### src/rtl/cpu_thread_switch_if.sv
// Bundles the CPU yield requests and the thread-context strobes of cpu_thread_switch.
// master = CPU pipeline / context-store side, slave = the thread switcher itself.
interface cpu_thread_switch_if #(
   parameter int N_THREADS = 16
);
   localparam int N_THREADS_MSB = $clog2(N_THREADS) - 1;

   logic [N_THREADS-1:0]   ready_set;
   logic                   switch_req;
   logic                   switch_block;
   logic [N_THREADS_MSB:0] thread_num;
   logic                   load_en;
   logic                   save_en;
   logic                   running;
   logic [N_THREADS-1:0]   ready;
   logic [15:0]            switch_count;

   modport master (
      output ready_set, switch_req, switch_block,
      input  thread_num, load_en, save_en, running, ready, switch_count
   );

   modport slave (
      input  ready_set, switch_req, switch_block,
      output thread_num, load_en, save_en, running, ready, switch_count
   );
endinterface

### src/rtl/cpu_thread_switch.sv
// Round-robin hardware thread switcher: saves the outgoing context, then loads the next ready one.
// Optional switch counter enabled by defining CPU_THREAD_SWITCH_STATS_EN.
module cpu_thread_switch #(
   parameter int N_THREADS     = 16,
   parameter int N_THREADS_MSB = $clog2(N_THREADS) - 1
) (
   input logic                CLK,
   input logic                reset,
   cpu_thread_switch_if.slave bus
);
   localparam int TW = N_THREADS_MSB + 1;

   typedef enum logic [1:0] {IDLE, LOAD, RUN, SAVE} state_t;

   state_t               state_q, state_d;
   logic [TW-1:0]        thread_num_q, thread_num_d;
   logic                 load_en_q, load_en_d;
   logic                 save_en_q, save_en_d;
   logic                 running_q, running_d;
   logic                 block_q, block_d;
   logic [N_THREADS-1:0] ready_q, ready_d;
   logic [N_THREADS-1:0] clear_mask;
   logic                 found;
   logic [TW-1:0]        next_thread;
   logic [TW-1:0]        cand;

   // A block-requested clear happens at the end of SAVE; a same-cycle ready_set still wins.
   always_comb begin
      clear_mask = '0;
      if (state_q == SAVE && block_q)
         clear_mask[thread_num_q] = 1'b1;
      ready_d = (ready_q & ~clear_mask) | bus.ready_set;
   end

   // Scan from thread_num+1 upward with wrap; offset N_THREADS lands back on the current thread.
   always_comb begin
      found       = 1'b0;
      next_thread = thread_num_q;
      cand        = '0;
      for (int i = 1; i <= N_THREADS; i++) begin
         cand = thread_num_q + TW'(i);
         if (!found && ready_d[cand]) begin
            found       = 1'b1;
            next_thread = cand;
         end
      end
   end

   always_comb begin
      state_d      = state_q;
      thread_num_d = thread_num_q;
      load_en_d    = 1'b0;
      save_en_d    = 1'b0;
      running_d    = 1'b0;
      block_d      = block_q;
      case (state_q)
         IDLE: begin
            if (found) begin
               state_d      = LOAD;
               thread_num_d = next_thread;
               load_en_d    = 1'b1;
            end
         end
         LOAD: begin
            state_d   = RUN;
            running_d = 1'b1;
         end
         RUN: begin
            if (bus.switch_req) begin
               state_d   = SAVE;
               save_en_d = 1'b1;
               block_d   = bus.switch_block;
            end else begin
               running_d = 1'b1;
            end
         end
         SAVE: begin
            if (found) begin
               state_d      = LOAD;
               thread_num_d = next_thread;
               load_en_d    = 1'b1;
            end else begin
               state_d = IDLE;
            end
         end
         default: state_d = IDLE;
      endcase
   end

   always_ff @(posedge CLK) begin
      if (reset) begin
         state_q      <= IDLE;
         thread_num_q <= '0;
         load_en_q    <= 1'b0;
         save_en_q    <= 1'b0;
         running_q    <= 1'b0;
         block_q      <= 1'b0;
         ready_q      <= '0;
      end else begin
         state_q      <= state_d;
         thread_num_q <= thread_num_d;
         load_en_q    <= load_en_d;
         save_en_q    <= save_en_d;
         running_q    <= running_d;
         block_q      <= block_d;
         ready_q      <= ready_d;
      end
   end

   assign bus.thread_num = thread_num_q;
   assign bus.load_en    = load_en_q;
   assign bus.save_en    = save_en_q;
   assign bus.running    = running_q;
   assign bus.ready      = ready_q;

`ifdef CPU_THREAD_SWITCH_STATS_EN
   logic [15:0] switch_count_q, switch_count_d;

   // Every entry into LOAD is one switch; the counter sticks at all-ones.
   always_comb begin
      switch_count_d = switch_count_q;
      if (load_en_d && switch_count_q != 16'hFFFF)
         switch_count_d = switch_count_q + 16'd1;
   end

   always_ff @(posedge CLK) begin
      if (reset)
         switch_count_q <= '0;
      else
         switch_count_q <= switch_count_d;
   end

   assign bus.switch_count = switch_count_q;
`else
   assign bus.switch_count = 16'h0000;
`endif
endmodule
### src/flat_wrapper.sv
// flat-port wrapper written by rule: the top's interface ports become plain ports
module cpu_thread_switch_flat 
#(
   parameter int N_THREADS     = 16,
   parameter int N_THREADS_MSB = $clog2(N_THREADS) - 1
)
  (CLK, reset, bus_ready_set, bus_switch_req, bus_switch_block, bus_thread_num, bus_load_en, bus_save_en, bus_running, bus_ready, bus_switch_count);
  cpu_thread_switch_if #(.N_THREADS(N_THREADS)) bus_i ();
  input logic CLK;
  input logic reset;
  input wire logic [$bits(bus_i.ready_set)-1:0] bus_ready_set;
  input wire logic [$bits(bus_i.switch_req)-1:0] bus_switch_req;
  input wire logic [$bits(bus_i.switch_block)-1:0] bus_switch_block;
  output wire logic [$bits(bus_i.thread_num)-1:0] bus_thread_num;
  output wire logic [$bits(bus_i.load_en)-1:0] bus_load_en;
  output wire logic [$bits(bus_i.save_en)-1:0] bus_save_en;
  output wire logic [$bits(bus_i.running)-1:0] bus_running;
  output wire logic [$bits(bus_i.ready)-1:0] bus_ready;
  output wire logic [$bits(bus_i.switch_count)-1:0] bus_switch_count;
  assign bus_i.ready_set = bus_ready_set;
  assign bus_i.switch_req = bus_switch_req;
  assign bus_i.switch_block = bus_switch_block;
  assign bus_thread_num = bus_i.thread_num;
  assign bus_load_en = bus_i.load_en;
  assign bus_save_en = bus_i.save_en;
  assign bus_running = bus_i.running;
  assign bus_ready = bus_i.ready;
  assign bus_switch_count = bus_i.switch_count;
  cpu_thread_switch #(.N_THREADS(N_THREADS), .N_THREADS_MSB(N_THREADS_MSB)) u_core (.CLK(CLK), .reset(reset), .bus(bus_i));
endmodule
### config.mk
export PLATFORM = sky130hd
export DESIGN_NAME = cpu_thread_switch_flat
export DESIGN_NICKNAME = d
export VERILOG_FILES = /design/src/rtl/cpu_thread_switch_if.sv /design/src/rtl/cpu_thread_switch.sv /design/src/flat_wrapper.sv
export SDC_FILE = /design/constraint.sdc
export NUM_CORES = 1
export LEC_CHECK = 0
export ABC_AREA = 1
export BUFFER_PORTS_ARGS = -buffer_cell sky130_fd_sc_hd__buf_4
export CAP_MARGIN = 0
export CORE_ASPECT_RATIO = 0.6
export CORE_MARGIN = 8
export CORE_UTILIZATION = 30
export DETAILED_ROUTE_END_ITERATION = 10
export HOLD_SLACK_MARGIN = 0.1
export PLACE_DENSITY = 0.49
export SETUP_SLACK_MARGIN = 0.05
export SYNTH_ARGS = -nofsm -noshare
export SYNTH_HDL_FRONTEND = slang
export SYNTH_SLANG_ARGS = --single-unit
### constraint.sdc
create_clock -name CLK -period 3.5 [get_ports CLK]
set_input_delay 1.05 -clock CLK [delete_from_list [all_inputs] [get_ports CLK]]
set_output_delay 1.05 -clock CLK [all_outputs]
set_load 0.005 [all_outputs]
Word-level counts from Yosys, hierarchy flattened
Cells that the tools add are included.
W data, S select, Z words.
Storage, ports and cells
  flip-flop bits (word level): 26
  input bits: 20
  logic and storage cells: 164
Operators by class
  $add $sub $neg: 15
  magnitude comparators: 17
  equal/unequal tests: 5
  muxes and demuxes: 74
  bitwise operators: 6
  reductions and logical operators: 40
Operators with widths (number)
  $lt A4 B5 Y1 const B: 16
  $bmux W1 S4: 16
  $mux W4: 15
  $mux W1: 37
  $add A4 B4 Y4 const B: 8
  $logic_and A1 B1 Y1: 17
  $add A4 B3 Y4 const B: 4
  $and A16 B16 Y16: 1
  $mux W16: 1
  $not A16 Y16: 1
  $or A16 B16 Y16: 1
  $logic_not A1 Y1: 15
  $reduce_bool A15 Y1: 1
  $add A4 B2 Y4 const B: 2
  $pmux W2 S4: 1
  $reduce_or A2 Y1: 3
  $add A4 B1 Y4 const B: 1
  $demux W1 S4: 1
  $eq A2 B2 Y1 const B: 2
  $ge A4 B1 Y1 const B: 1
  $mux W2: 2
  $reduce_and A2 Y1: 2
  $reduce_and A4 Y1: 1
  $not A1 Y1: 3
  5 further kinds: 5

Longest topological paths before layout
Gate-level depths: netlist (run 1).
  word-level depth: 58
  mapped depth: 33
  mapped depth without buffers: 31

Least setup slack after synthesis (run 1)
No wires, ideal clock.
  kind: register to register
  from: register u_core.thread_num_q[1] (netlist: u_core.bus.thread_num[1])
  to: register u_core.thread_num_q[1] (netlist: u_core.bus.thread_num[1])
  setup time: 0.112 ns
  data arrival time: 3.544 ns
  path slack: -0.155 ns
  cell stages (with the launch flop): 30
  path buffers: 2
  clock period less this slack: 3.655 ns
  cells stage by stage: dfxtp_1 -> buf_2 -> inv_1 -> buf_1 -> ha_1 -> nand2_1 -> o21ai_1 -> nand3_1 -> nand3_1 -> nand3_1 -> nand3_1 -> nand2_4 -> nor2_8 -> nand3_2 -> nor3_4 -> nand3_2 -> inv_2 -> nand2_2 -> nor2_4 -> nand2_2 -> nor2_4 -> nand2_2 -> nor2_4 -> nand2_2 -> nand2_2 -> inv_1 -> nand2_1 -> nand2_1 -> nand2_1 -> nor2_1
Between the ends
  word-level cells in the longest chain between the ends: 57
  elaborated cells between the ends (all ways): 120
Ends and longest elaborated chain
  start: declaration: line cpu_thread_switch.sv:16  | logic [TW-1:0] thread_num_q, thread_num_d;
  start signal: assignment: line cpu_thread_switch.sv:101  | thread_num_q <= thread_num_d;
  $lt A4 B5 Y1 (implied by the code) / $ge A4 B1 Y1 (equally long branches): line cpu_thread_switch.sv:31  | clear_mask[thread_num_q] = 1'b1;
  $logic_and A1 B1 Y1 (implied by the code): line cpu_thread_switch.sv:31
  $mux W1 (implied by the code): line cpu_thread_switch.sv:31
  $demux W1 S4
  $mux W16: line cpu_thread_switch.sv:30  | if (state_q == SAVE && block_q)
  $not A16 Y16: line cpu_thread_switch.sv:32  | ready_d = (ready_q & ~clear_mask) | bus.ready_set;
  $and A16 B16 Y16: line cpu_thread_switch.sv:32
  $or A16 B16 Y16: line cpu_thread_switch.sv:32
  [41 not listed]
  $mux W1: line cpu_thread_switch.sv:42  | if (!found && ready_d[cand]) begin
  $logic_not A1 Y1: line cpu_thread_switch.sv:42
  $logic_and A1 B1 Y1: line cpu_thread_switch.sv:42
  $mux W1: line cpu_thread_switch.sv:42
  $logic_not A1 Y1: line cpu_thread_switch.sv:42
  $logic_and A1 B1 Y1: line cpu_thread_switch.sv:42
  $mux W1 / $not A1 Y1 (equally long branches)
  $reduce_and A4 Y1 (no line)
Several ways; a longest one is shown, not always the timed one. The select of a mux whose other input is x is not followed.
A chain may end at the register's enable or synchronous reset.

Final worst setup path (run 1)
  from: register u_core.block_q
  to: register u_core.state_q[0]
Between the ends
  word-level cells in the longest chain between the ends: 55
  elaborated cells between the ends (all ways): 87
Ends and longest elaborated chain
  start: declaration: line cpu_thread_switch.sv:20  | logic block_q, block_d;
  start signal: assignment: line cpu_thread_switch.sv:105  | block_q <= block_d;
  $logic_and A1 B1 Y1 *: line cpu_thread_switch.sv:30
  $mux W16 *: line cpu_thread_switch.sv:30
  $not A16 Y16 *: line cpu_thread_switch.sv:32
  $and A16 B16 Y16 *: line cpu_thread_switch.sv:32
  $or A16 B16 Y16 *: line cpu_thread_switch.sv:32
  $bmux W1 S4: line cpu_thread_switch.sv:42
  $mux W1 (implied by the code): line cpu_thread_switch.sv:42
  $mux W1: line cpu_thread_switch.sv:42
  [39 not listed]
  $logic_not A1 Y1: line cpu_thread_switch.sv:42
  $logic_and A1 B1 Y1: line cpu_thread_switch.sv:42
  $mux W1: line cpu_thread_switch.sv:42
  $logic_not A1 Y1: line cpu_thread_switch.sv:42
  $logic_and A1 B1 Y1: line cpu_thread_switch.sv:42
  $mux W1 *: line cpu_thread_switch.sv:42
  $mux W1 / $ne A2 B1 Y1 (equally long branches)
  $pmux W2 S4 / $reduce_and A2 Y1 (equally long branches)
  end signal: assignment: line cpu_thread_switch.sv:100  | state_q <= state_d;
  end: declaration: line cpu_thread_switch.sv:15  | state_t state_q, state_d;
Mark *: on every way between the ends. The rest lies on a longest branch, timed or not. The select of a mux whose other input is x is not followed.

==> impl_metrics.env, run 1 <==
export IMPL_fmax_mhz=295.0
export IMPL_run_status="finished clean"
export IMPL_via_count=3737
export IMPL_postPlaceCellArea_um2=3929
export IMPL_synthTopCellsByArea="sky130_fd_sc_hd__nand3_1, sky130_fd_sc_hd__dfxtp_1, sky130_fd_sc_hd__nand2_1"
export IMPL_critPathLaunchType="flop"
export IMPL_worst_path_max_delay_cell="sky130_fd_sc_hd__dfxtp_1"
export IMPL_area_growth_pct=53.46
export IMPL_total_of_warnings_raised_by_yosys=0
export IMPL_critical_path_endpoint_type="flop"
export IMPL_viasPerCell=5.003
export IMPL_design_die_area_um2=13850
export IMPL_cellLeakagePower_nw=2.283
export IMPL_most_instantiated_library_cell_after_synthesis="sky130_fd_sc_hd__nand3_1"
export IMPL_final_layout_size_suffix_gt1_share_pct=41.67
export IMPL_remaining_drc_errors=0
export IMPL_final_period_minus_worst_setup_slack_ps=3390
export IMPL_detailed_router_iteration_count_before_antenna_repair=4
export IMPL_netlist_top_cell_by_area="sky130_fd_sc_hd__nand3_1"
export IMPL_timing_critical_path_max_delay_family="simple AND/OR/NAND/NOR gates"
export IMPL_min_path_type="flop to flop"
export IMPL_dr_wl_met2_um=4646
export IMPL_timing_final_hold_violations=0
export IMPL_num_nets_final=652
export IMPL_vdd_drop_max_mv=0.3436
export IMPL_layout_setup_ws_ps=110.1
export IMPL_overflow=0
export IMPL_clock_sinks=26
export IMPL_setup_repair_after_global_routing_missed_its_margin="yes"
export IMPL_netlist_cell_type_count=38
export IMPL_clock_skew_final_ps=5.977
export IMPL_postLayoutCellArea_um2=4720
export IMPL_n_antenna_cell=0
export IMPL_dr_wl_met3_um=862
export IMPL_drt_initial_drc_count=213
export IMPL_fp_dieW_um=146.7
export IMPL_r2r_worst_path_cells=25
export IMPL_routedWlPerCell_um=15.31
export IMPL_floorplan_initialDensity_pct=31.02
export IMPL_post_route_period_util_pct=96.86
export IMPL_ant_nets=0
export IMPL_synthesized_area_um2=3075
export IMPL_io_pins=59
export IMPL_layout_area_seq_um2=538.0
export IMPL_detailedPlacementHpwl_um=9183
export IMPL_synth_yosys_seq_area_share_pct=16.92
export IMPL_topRoutingLayerUsed="met4"
export IMPL_grt_first_pass_wirelength_um=17690
export IMPL_multi_input_area_um2=2724
export IMPL_ff2ff_setup_slack_ps=110
export IMPL_numPortBuffers=42
export IMPL_critPathMaxStageDelay_ps=530
export IMPL_gp_congestion=0.9130
export IMPL_clk_path_buf_depth=2
export IMPL_powerDensity_nw_per_um2=842.4
export IMPL_layoutNonFillerInstCount=747
export IMPL_timing_rr_end="u_core.state_q[0]"
export IMPL_cp_required_ps=3690
export IMPL_worstPathMaxFanout=5
export IMPL_timing_worst_slew_pin_value_ps=516.5
export IMPL_antenna_found_initial=0
export IMPL_wirelength_met1_um=5883
export IMPL_first_global_vias=3444
export IMPL_r2r_start="u_core.block_q"
export IMPL_synth_ff_type="sky130_fd_sc_hd__dfxtp_1"
export IMPL_syn_inst=504
export IMPL_timing_critical_path_depth=25
export IMPL_maximum_number_of_pins_on_one_net_before_global_route_repair=25
export IMPL_final_count_of_pins_violating_max_slew=0
export IMPL_worst_endpoint_arrival_ps=3580
export IMPL_critical_path_n_buffers_inverters=2
export IMPL_synth_edf_count=0
export IMPL_worst_slew_margin_rel_pct=65.21
export IMPL_area_share_of_the_leading_cell_type_in_the_synthesized_netlist_pct=18.39
export IMPL_cp_startpoint="u_core.block_q"
export IMPL_synth_async_reset_ratio_pct=0
export IMPL_synth_seq_cells=26
export IMPL_floorplan_core_area_um2=9915
export IMPL_worst_setup_slack_before_clock_tree_synthesis_ps=-115.0
export IMPL_clock_transition_time_at_the_flip_flop_clock_pins_of_the_worst_setup_and_hold_paths_ps=60
export IMPL_report_final_setup_viol=0
export IMPL_drv_cap=0
export IMPL_rows=28
export IMPL_worst_skew_pair_late_latency_ps=270
export IMPL_netlist_top_cells_count="sky130_fd_sc_hd__nand3_1, sky130_fd_sc_hd__nand2_1, sky130_fd_sc_hd__inv_1"
export IMPL_h_tree_depth=1
export IMPL_filler_cell_count=1006
export IMPL_clock_tree_from_tritoncts="built"
export IMPL_root_buffer="sky130_fd_sc_hd__clkbuf_16"
export IMPL_place_inst=730
export IMPL_grt_usage_pct=15.70
export IMPL_postSynthAreaPerCell_um2=6.102
export IMPL_totalWireLength_um=11440
export IMPL_cts_buffers=3
export IMPL_floorplan_die_height_um=94.43
export IMPL_worstSetupPathType="flop to flop"
export IMPL_endpoint="u_core.state_q[0]"
power breakdown:
part / switching [W] / leakage, nW / internal [W]
Combinational: 0.00196 / 2.02 / 0.00131
Clock: 0.000114 / 0.0442 / 0.000175
Sequential: 0.0000647 / 0.220 / 0.000357
metrics by stage:
step	TNS (ps)	util (%)	total power (W)	hold slack (ps)
after global placement	-410.0	39.63	0.003207	464.7
after CTS	0	40.69	0.003534	479.4
after floorplan	0	-	0.002136	445.3
after detailed placement	-535.2	39.63	0.003210	468.7
final	0	47.60	0.003976	506.5
after global routing	-442.5	47.60	0.004336	522.9
how the worst min path moves through the flow:
stage	start	to	slack, ps	cells after the start
final	u_core.bus.ready[1]	u_core.bus.ready[1]	510	2
after global routing	u_core.bus.ready[1]	u_core.bus.ready[1]	520	2
after CTS	u_core.block_q	u_core.block_q	480	2
after detailed placement	u_core.block_q	u_core.block_q	470	2
after global placement	u_core.block_q	u_core.block_q	460	2
after floorplan	u_core.block_q	u_core.block_q	450	2
logic make-up after synthesis:
logic type / share of synthesized area [%]
XOR/XNOR: 1.139
AO/OA/AOI/OAI: 17.45
adder cells (fa/ha/maj): 7.730
flip-flops: 16.92
AND/OR/NAND/NOR: 42.43
other: 0.1219
buffers and inverters: 14.20
layer usage:
layer	GRT usage [%]	vias up
met1	23.48	1757
li1	-	1863
met2	23.02	111
met4	1.620	0
met5	0	-
met3	3.391	6
layout make-up:
type	instances	area share, %
clock buffers	4	1.882
inverters	67	5.488
multi-input cells	398	57.71
flip-flops and latches	26	11.40
well taps	135	3.579
repair buffers	117	19.94
flip-flops by register name (all words and copies together) (netlist names):
| name | flops |
|---|---|
| u_core.block_q | 1 |
| u_core.bus.load_en | 1 |
| u_core.bus.ready | 16 |
| u_core.bus.running | 1 |
| u_core.bus.save_en | 1 |
| u_core.bus.thread_num | 4 |
| u_core.state_q | 2 |
placed cells by master, fill, tap and decap left out, drive strengths merged:
cell type	netlist	layout
a211oi	1	1
a21oi	31	31
a31oi	3	3
and2	1	1
buf	25	116
clkbuf	4	5
conb	1	16
dfxtp	26	26
ha	19	19
inv	67	67
nand2	113	114
nand3	119	119
nand3b	1	1
nand4	1	1
nor2	29	29
nor3	6	6
o2111ai	2	2
o211ai	2	2
o21a	3	3
o21ai	45	45
or2	1	1
xnor2	1	1
xor2	3	3
worst reg2reg max path, cell delays in order, from the launching register on:
cell                        delay (ps)
sky130_fd_sc_hd__dfxtp_1           530
sky130_fd_sc_hd__nand2_8           130
sky130_fd_sc_hd__clkbuf_16         200
sky130_fd_sc_hd__o21ai_4           190
sky130_fd_sc_hd__nand3_2           140
sky130_fd_sc_hd__nand3_2           110
sky130_fd_sc_hd__nand3_2            90
sky130_fd_sc_hd__nand3_2            90
sky130_fd_sc_hd__nand2_4            70
sky130_fd_sc_hd__nor2_8            130
sky130_fd_sc_hd__nand3_4           100
sky130_fd_sc_hd__nor3_4            210
sky130_fd_sc_hd__nand3_2           100
sky130_fd_sc_hd__inv_2              70
sky130_fd_sc_hd__nand2_2            50
sky130_fd_sc_hd__nor2_4             90
sky130_fd_sc_hd__nand2_2            80
sky130_fd_sc_hd__nor2_4            140
sky130_fd_sc_hd__nand2_2            90
sky130_fd_sc_hd__nor2_4            140
sky130_fd_sc_hd__nand2_4            90
sky130_fd_sc_hd__nor2_4            150
sky130_fd_sc_hd__nand2_2            70
sky130_fd_sc_hd__nand2_2            80
sky130_fd_sc_hd__o21ai_1            60
sky130_fd_sc_hd__a21oi_1           120
timing repair:
action                     4_1_cts  5_1_grt
pin swaps                        0       17
buffers inserted                 0       11
gates resized for setup         11      120
hold buffers                     0        0
gates cloned                     0        2
setup endpoints to repair        6        7
hold endpoints to repair         0        0
(Power assumes the default switching activity.)
==> run 2, diff against run 1 <==
Settings changed: CELL_PAD_IN_SITES_DETAIL_PLACEMENT set to 1, CELL_PAD_IN_SITES_GLOBAL_PLACEMENT set to 1, PLACE_DENSITY 0.49 to 0.67.
==> run 2 against run 1 <==
  * The flow now finishes with violations (negative setup slack)
  * Flip-flop and latch count did not move
  * First-iteration DRC count down 0.94%
  * Sequential share of layout area decreased by 0.68 points
  * Utilization grew 3.3 points
  * Register-to-register slack worse by 170 ps
  * Die area stayed put
  * Sequential power grew 3%
  * Worst setup slack lost 170 ps
  * Cell count rose by 2.1%
  * Critical path depth is 1 higher
  * Combinational power is 14% higher
  * Highest routed layer unchanged
==> impl_metrics.env, run 2 (synthesis results as in run 1) <==
export IMPL_run_status="complete, but fails checks"
export IMPL_violations_in_the_final_reports="negative setup slack"
export IMPL_min_path_type="flop to flop"
export IMPL_worst_endpoint_arrival_ps=3760
export IMPL_numPortBuffers=42
export IMPL_floorplan_initialDensity_pct=31.02
export IMPL_overflow=0
export IMPL_maximum_number_of_pins_on_one_net_before_global_route_repair=25
export IMPL_final_count_of_pins_violating_max_slew=0
export IMPL_remaining_drc_errors=0
export IMPL_num_nets_final=668
export IMPL_final_common_cell="sky130_fd_sc_hd__buf_4"
export IMPL_min_path_cells=2
export IMPL_area_growth_pct=63.95
export IMPL_detailedPlacementHpwl_um=10710
export IMPL_post_route_period_util_pct=101.7
export IMPL_worst_skew_pair_late_latency_ps=270
export IMPL_drt_initial_drc_count=211
export IMPL_critPathLaunchType="flop"
export IMPL_cp_required_ps=3700
export IMPL_report_final_setup_viol=2
export IMPL_setup_total_negative_slack_ps=-118.2
export IMPL_critical_path_endpoint_type="flop"
export IMPL_setup_repair_after_global_routing_missed_its_margin="yes"
export IMPL_hold_path_endpoint="u_core.state_q[0]"
export IMPL_n_antenna_cell=0
export IMPL_powerDensity_nw_per_um2=881.0
export IMPL_gp_congestion=0.9178
export IMPL_root_buffer="sky130_fd_sc_hd__clkbuf_16"
export IMPL_drv_cap=0
export IMPL_r2r_worst_path_cells=26
export IMPL_clock_transition_time_at_the_flip_flop_clock_pins_of_the_worst_setup_and_hold_paths_ps=70
export IMPL_timing_rr_end="u_core.state_q[1]"
export IMPL_layout_setup_ws_ps=-59.72
export IMPL_routedWlPerCell_um=19.34
export IMPL_cellLeakagePower_nw=2.445
export IMPL_floorplan_core_area_um2=9915
export IMPL_worstSetupPathType="flop to flop"
export IMPL_first_global_vias=3997
export IMPL_ff2ff_setup_slack_ps=-60
export IMPL_clk_path_buf_depth=2
export IMPL_clock_sinks=26
export IMPL_worstPathMaxFanout=8
export IMPL_fp_dieW_um=146.7
export IMPL_design_die_area_um2=13850
export IMPL_floorplan_die_height_um=94.43
export IMPL_fmax_mhz=280.9
export IMPL_antenna_found_initial=0
export IMPL_timing_worst_slew_pin_value_ps=600.4
export IMPL_hp_start="u_core.state_q[0]"
export IMPL_clock_tree_from_tritoncts="built"
export IMPL_h_tree_depth=1
export IMPL_cts_hold_repair_buffers=0
export IMPL_grt_usage_pct=18.10
export IMPL_totalWireLength_um=14760
export IMPL_worst_setup_slack_before_clock_tree_synthesis_ps=-274.5
export IMPL_cp_startpoint="u_core.state_q[1]"
export IMPL_final_layout_size_suffix_gt1_share_pct=49.68
export IMPL_ant_nets=0
export IMPL_viasPerCell=5.176
export IMPL_cts_buffers=3
export IMPL_timing_final_hold_violations=0
export IMPL_filler_cell_count=1237
export IMPL_largest_reg_flops=16
export IMPL_rows=28
export IMPL_worst_slew_margin_rel_pct=59.55
export IMPL_final_period_minus_worst_setup_slack_ps=3560
export IMPL_grt_first_pass_wirelength_um=20400
export IMPL_r2r_start="u_core.state_q[1]"
export IMPL_io_pins=59
export IMPL_vdd_drop_max_mv=0.3931
export IMPL_detailed_router_iteration_count_before_antenna_repair=4
export IMPL_layout_common_cells="sky130_fd_sc_hd__buf_4, sky130_fd_sc_hd__nand2_1, sky130_fd_sc_hd__nand3_2"
export IMPL_via_count=3949
export IMPL_clock_skew_final_ps=3.802
-- run 2: cell count changes in the layout (fill, tap and decap cells not counted), sizes merged --
cell      delta
nand2        -1
clkinvlp     +1
inv          -1
buf         +17
-- run 2: routing by layer --
metal	vias up	GRT usage (%)	routed length [um]
met4	0	1.790	176
li1	1890	-	-
met3	17	3.725	943
met1	1946	24.85	6695
met2	96	29.73	6940
met5	-	0	0
-- run 2: final cells by class --
class / instances / area [um^2] / area share (%)
repair buffers: 134 / 1055 / 20.92
multi-input cells: 397 / 2922 / 57.94
flip-flops and latches: 26 / 540.5 / 10.72
well taps: 135 / 168.9 / 3.350
clock buffers: 4 / 88.84 / 1.762
inverters: 67 / 267.8 / 5.310
-- run 2: power by group --
group          switching [W]  internal (W)
Combinational        0.00227       0.00144
Sequential         0.0000741      0.000359
Clock               0.000120      0.000176
Total                0.00247       0.00197
-- run 2: stage by stage --
step           util, %  cell area [um^2]  cells  power [W]  hold slack, ps
6_report         50.86              5042    763   0.004442           504.0
5_1_grt          50.86              5042    763   0.004749           523.0
4_1_cts          41.62              4126    739   0.003722           503.6
3_5_place_dp     39.88              3954    735   0.003335           475.3
3_3_place_gp     39.88              3954    735   0.003229           463.1
2_1_floorplan        -              3133    519   0.002136           445.3
-- run 2: worst max-delay path by stage --
| stage | slack, ps | cells past startpoint | to |
|---|---|---|---|
| after floorplan | 60 | 29 | u_core.bus.thread_num[1] |
| after global placement | -140 | 22 | u_core.bus.thread_num[3] |
| after detailed placement | -270 | 22 | u_core.bus.thread_num[3] |
| after CTS | 50 | 26 | u_core.state_q[0] |
| after global routing | -280 | 26 | u_core.state_q[1] |
| final | -60 | 26 | u_core.state_q[1] |
-- run 2: what timing repair did --
item	in CTS	in global routing
resized for setup	25	166
gates cloned	0	1
pin swaps	0	54
setup endpoints to repair	7	7
buffers inserted	0	23
-- run 2: critical path: stages (launching register included) --
cell                        delay [ps]
sky130_fd_sc_hd__dfxtp_4           370
sky130_fd_sc_hd__ha_4              170
sky130_fd_sc_hd__nand2_8           100
sky130_fd_sc_hd__clkbuf_16         200
sky130_fd_sc_hd__o21ai_4           180
sky130_fd_sc_hd__nand3_2           130
sky130_fd_sc_hd__nand3_1           160
sky130_fd_sc_hd__nand3_1           150
sky130_fd_sc_hd__o21ai_4           110
sky130_fd_sc_hd__nand2_1            90
sky130_fd_sc_hd__nand2_2            90
sky130_fd_sc_hd__nand3_4            80
sky130_fd_sc_hd__nor3_4            210
sky130_fd_sc_hd__nand3_2           120
sky130_fd_sc_hd__inv_2              70
sky130_fd_sc_hd__nand2_2            60
sky130_fd_sc_hd__nor2_4             90
sky130_fd_sc_hd__nand2_2            70
sky130_fd_sc_hd__nor2_4            160
sky130_fd_sc_hd__nand2_2            90
sky130_fd_sc_hd__nor2_4            170
sky130_fd_sc_hd__nand2_4           100
sky130_fd_sc_hd__nor2_4            150
sky130_fd_sc_hd__nand2_2            70
sky130_fd_sc_hd__nand2_2           100
sky130_fd_sc_hd__o21ai_1            70
sky130_fd_sc_hd__a21oi_1           110
==> run 3, diff against run 2 <==
Clock period 3.5 ns to 3 ns, I/O delays scaled along.
==> run 3 against run 2 <==
  * The flow still finishes with violations (negative setup slack)
  * First-iteration DRC count rose by 1.4%
  * Critical path depth did not move
  * Cell count rose by 2.4%
  * Routed wire length rose by 2.1%
  * Worst hold slack improved by 7.6 ps
  * Total power rose by 19%
  * Clock-buffer cell count did not move
  * Clock skew rose by 3.4 ps
  * Largest power group unchanged
==> impl_metrics.env, run 3 (synthesis results as in run 1) <==
export IMPL_run_status="complete, but fails checks"
export IMPL_violations_in_the_final_reports="negative setup slack"
export IMPL_gp_congestion=0.8749
export IMPL_critPathLaunchType="flop"
export IMPL_cellLeakagePower_nw=2.454
export IMPL_detailedPlacementHpwl_um=11180
export IMPL_floorplan_initialDensity_pct=31.02
export IMPL_remaining_drc_errors=0
export IMPL_layout_setup_ws_ps=-577.8
export IMPL_drv_cap=0
export IMPL_postLayoutCellArea_um2=5079
export IMPL_cts_buffers=3
export IMPL_area_growth_pct=65.13
export IMPL_worst_slew_margin_rel_pct=59.39
export IMPL_final_count_of_pins_violating_max_slew=0
export IMPL_post_route_period_util_pct=119.3
export IMPL_report_final_setup_viol=7
export IMPL_ant_nets=0
export IMPL_fp_dieW_um=146.7
export IMPL_n_antenna_cell=0
export IMPL_design_die_area_um2=13850
export IMPL_routedWlPerCell_um=19.30
export IMPL_floorplan_die_height_um=94.43
export IMPL_timing_worst_slew_pin_value_ps=602.8
export IMPL_num_nets_final=686
export IMPL_cp_required_ps=3150
export IMPL_timing_hold_ws_ps=511.6
export IMPL_timing_final_hold_violations=0
export IMPL_final_period_minus_worst_setup_slack_ps=3578
export IMPL_layout_common_cells="sky130_fd_sc_hd__buf_4, sky130_fd_sc_hd__nand2_1, sky130_fd_sc_hd__nand3_1"
export IMPL_rows=28
export IMPL_viasPerCell=5.159
export IMPL_largest_reg_flops=16
export IMPL_worst_skew_pair_late_latency_ps=270
export IMPL_worstSetupPathType="flop to flop"
export IMPL_worstPathMaxFanout=4
export IMPL_worst_endpoint_arrival_ps=3730
export IMPL_clock_tree_from_tritoncts="built"
export IMPL_grt_first_pass_wirelength_um=23030
export IMPL_cts_hold_repair_buffers=0
export IMPL_powerDensity_nw_per_um2=1039
export IMPL_root_buffer="sky130_fd_sc_hd__clkbuf_16"
export IMPL_clock_sinks=26
export IMPL_min_path_type="flop to flop"
export IMPL_io_pins=59
export IMPL_clk_path_buf_depth=2
export IMPL_clock_transition_time_at_the_flip_flop_clock_pins_of_the_worst_setup_and_hold_paths_ps=70
export IMPL_totalWireLength_um=15070
export IMPL_setup_repair_after_global_routing_missed_its_margin="yes"
export IMPL_final_core_utilization_pct=51.22
export IMPL_numPortBuffers=42
export IMPL_grt_usage_pct=20.73
export IMPL_floorplan_core_area_um2=9915
export IMPL_h_tree_depth=1
export IMPL_first_global_vias=4286
export IMPL_via_count=4029
export IMPL_antenna_found_initial=0
export IMPL_critical_path_endpoint_type="flop"
export IMPL_fmax_mhz=279.5
export IMPL_drt_initial_drc_count=214
export IMPL_clock_skew_final_ps=7.173
export IMPL_maximum_number_of_pins_on_one_net_before_global_route_repair=25
export IMPL_postPlaceCellArea_um2=4310
export IMPL_final_common_cell="sky130_fd_sc_hd__buf_4"
export IMPL_final_layout_size_suffix_gt1_share_pct=47.21
export IMPL_overflow=0
export IMPL_vdd_drop_max_mv=0.5098
export IMPL_detailed_router_iteration_count_before_antenna_repair=5
-- run 3: changes by cell type in the layout (fill, tap and decap cells not counted), sizes merged --
cell | previous run | this run
clkbuf | 5 | 4
buf | 133 | 151
nand2 | 113 | 114
clkinvlp | 1 | 2
inv | 66 | 65
-- run 3: final cells by class --
| type | count | area [um^2] |
|---|---|---|
| inverters | 67 | 266.5 |
| fillers | 1267 | 4836 |
| repair buffers | 151 | 1149 |
| multi-input cells | 398 | 2880 |
| clock buffers | 4 | 78.83 |
| well taps | 135 | 168.9 |
| flip-flops and latches | 26 | 535.5 |
-- run 3: final timing paths --
check                                               from              endpoint  slack, ps  cells after the start
worst min-delay path                u_core.bus.ready[11]  u_core.bus.ready[11]        510                      2
worst max-delay path            u_core.bus.thread_num[0]     u_core.state_q[0]       -580                     26
worst max register to register  u_core.bus.thread_num[0]     u_core.state_q[0]       -580                     26
worst min register to register      u_core.bus.ready[11]  u_core.bus.ready[11]        510                      2
-- run 3: what timing repair did --
item,in CTS,in global routing
gates resized for setup,82,33
buffers inserted,16,7
setup endpoints to repair,7,7
gates cloned,1,0
pin swaps,13,18
-- run 3: metal layers --
layer | GRT usage (%) | share of wire [%] | up-vias
met5 | 0 | 0 | -
met4 | 4.177 | 2.5 | 0
met3 | 4.680 | 5.2 | 35
met2 | 34.50 | 46 | 112
met1 | 27.18 | 47 | 1950
li1 | - | - | 1932
-- run 3: critical path, stage by stage, from the launching register on --
cell and delay, ps:
sky130_fd_sc_hd__dfxtp_2 370, sky130_fd_sc_hd__buf_6 140, sky130_fd_sc_hd__buf_6 110, sky130_fd_sc_hd__ha_4 210, sky130_fd_sc_hd__nand2_4 80, sky130_fd_sc_hd__o21ai_4 190, sky130_fd_sc_hd__nand3_2 130, sky130_fd_sc_hd__nand3_2 100
sky130_fd_sc_hd__nand2_2 80, sky130_fd_sc_hd__o21ai_4 150, sky130_fd_sc_hd__nand2_1 80, sky130_fd_sc_hd__nand2_2 120, sky130_fd_sc_hd__nand3_4 100, sky130_fd_sc_hd__nor3_4 230, sky130_fd_sc_hd__nand3_2 110, sky130_fd_sc_hd__inv_2 80
sky130_fd_sc_hd__nand2_2 60, sky130_fd_sc_hd__nor2_4 110, sky130_fd_sc_hd__nand2_2 80, sky130_fd_sc_hd__nor2_4 120, sky130_fd_sc_hd__nand2_2 80, sky130_fd_sc_hd__nor2_4 140, sky130_fd_sc_hd__nand2_4 100, sky130_fd_sc_hd__nor2_4 130
sky130_fd_sc_hd__nand2_2 100, sky130_fd_sc_hd__o211ai_1 130, sky130_fd_sc_hd__a21oi_1 110
-- run 3: power by group --
group	switching (W)	internal [W]
combinational	0.00268	0.00178
clock	0.000138	0.000183
sequential	0.0000794	0.000414
-- run 3: metrics by stage --
step / TNS, ps / setup slack [ps] / power [W] / cells
after global routing: -4952 / -799.1 / 0.005678 / 781
after global placement: -2834 / -459.2 / 0.004155 / 754
after CTS: -2400 / -414.1 / 0.004983 / 774
final: -3290 / -577.8 / 0.005274 / 781
after detailed placement: -3793 / -601.6 / 0.004302 / 754
after floorplan: -489.0 / -105.1 / 0.002710 / 519
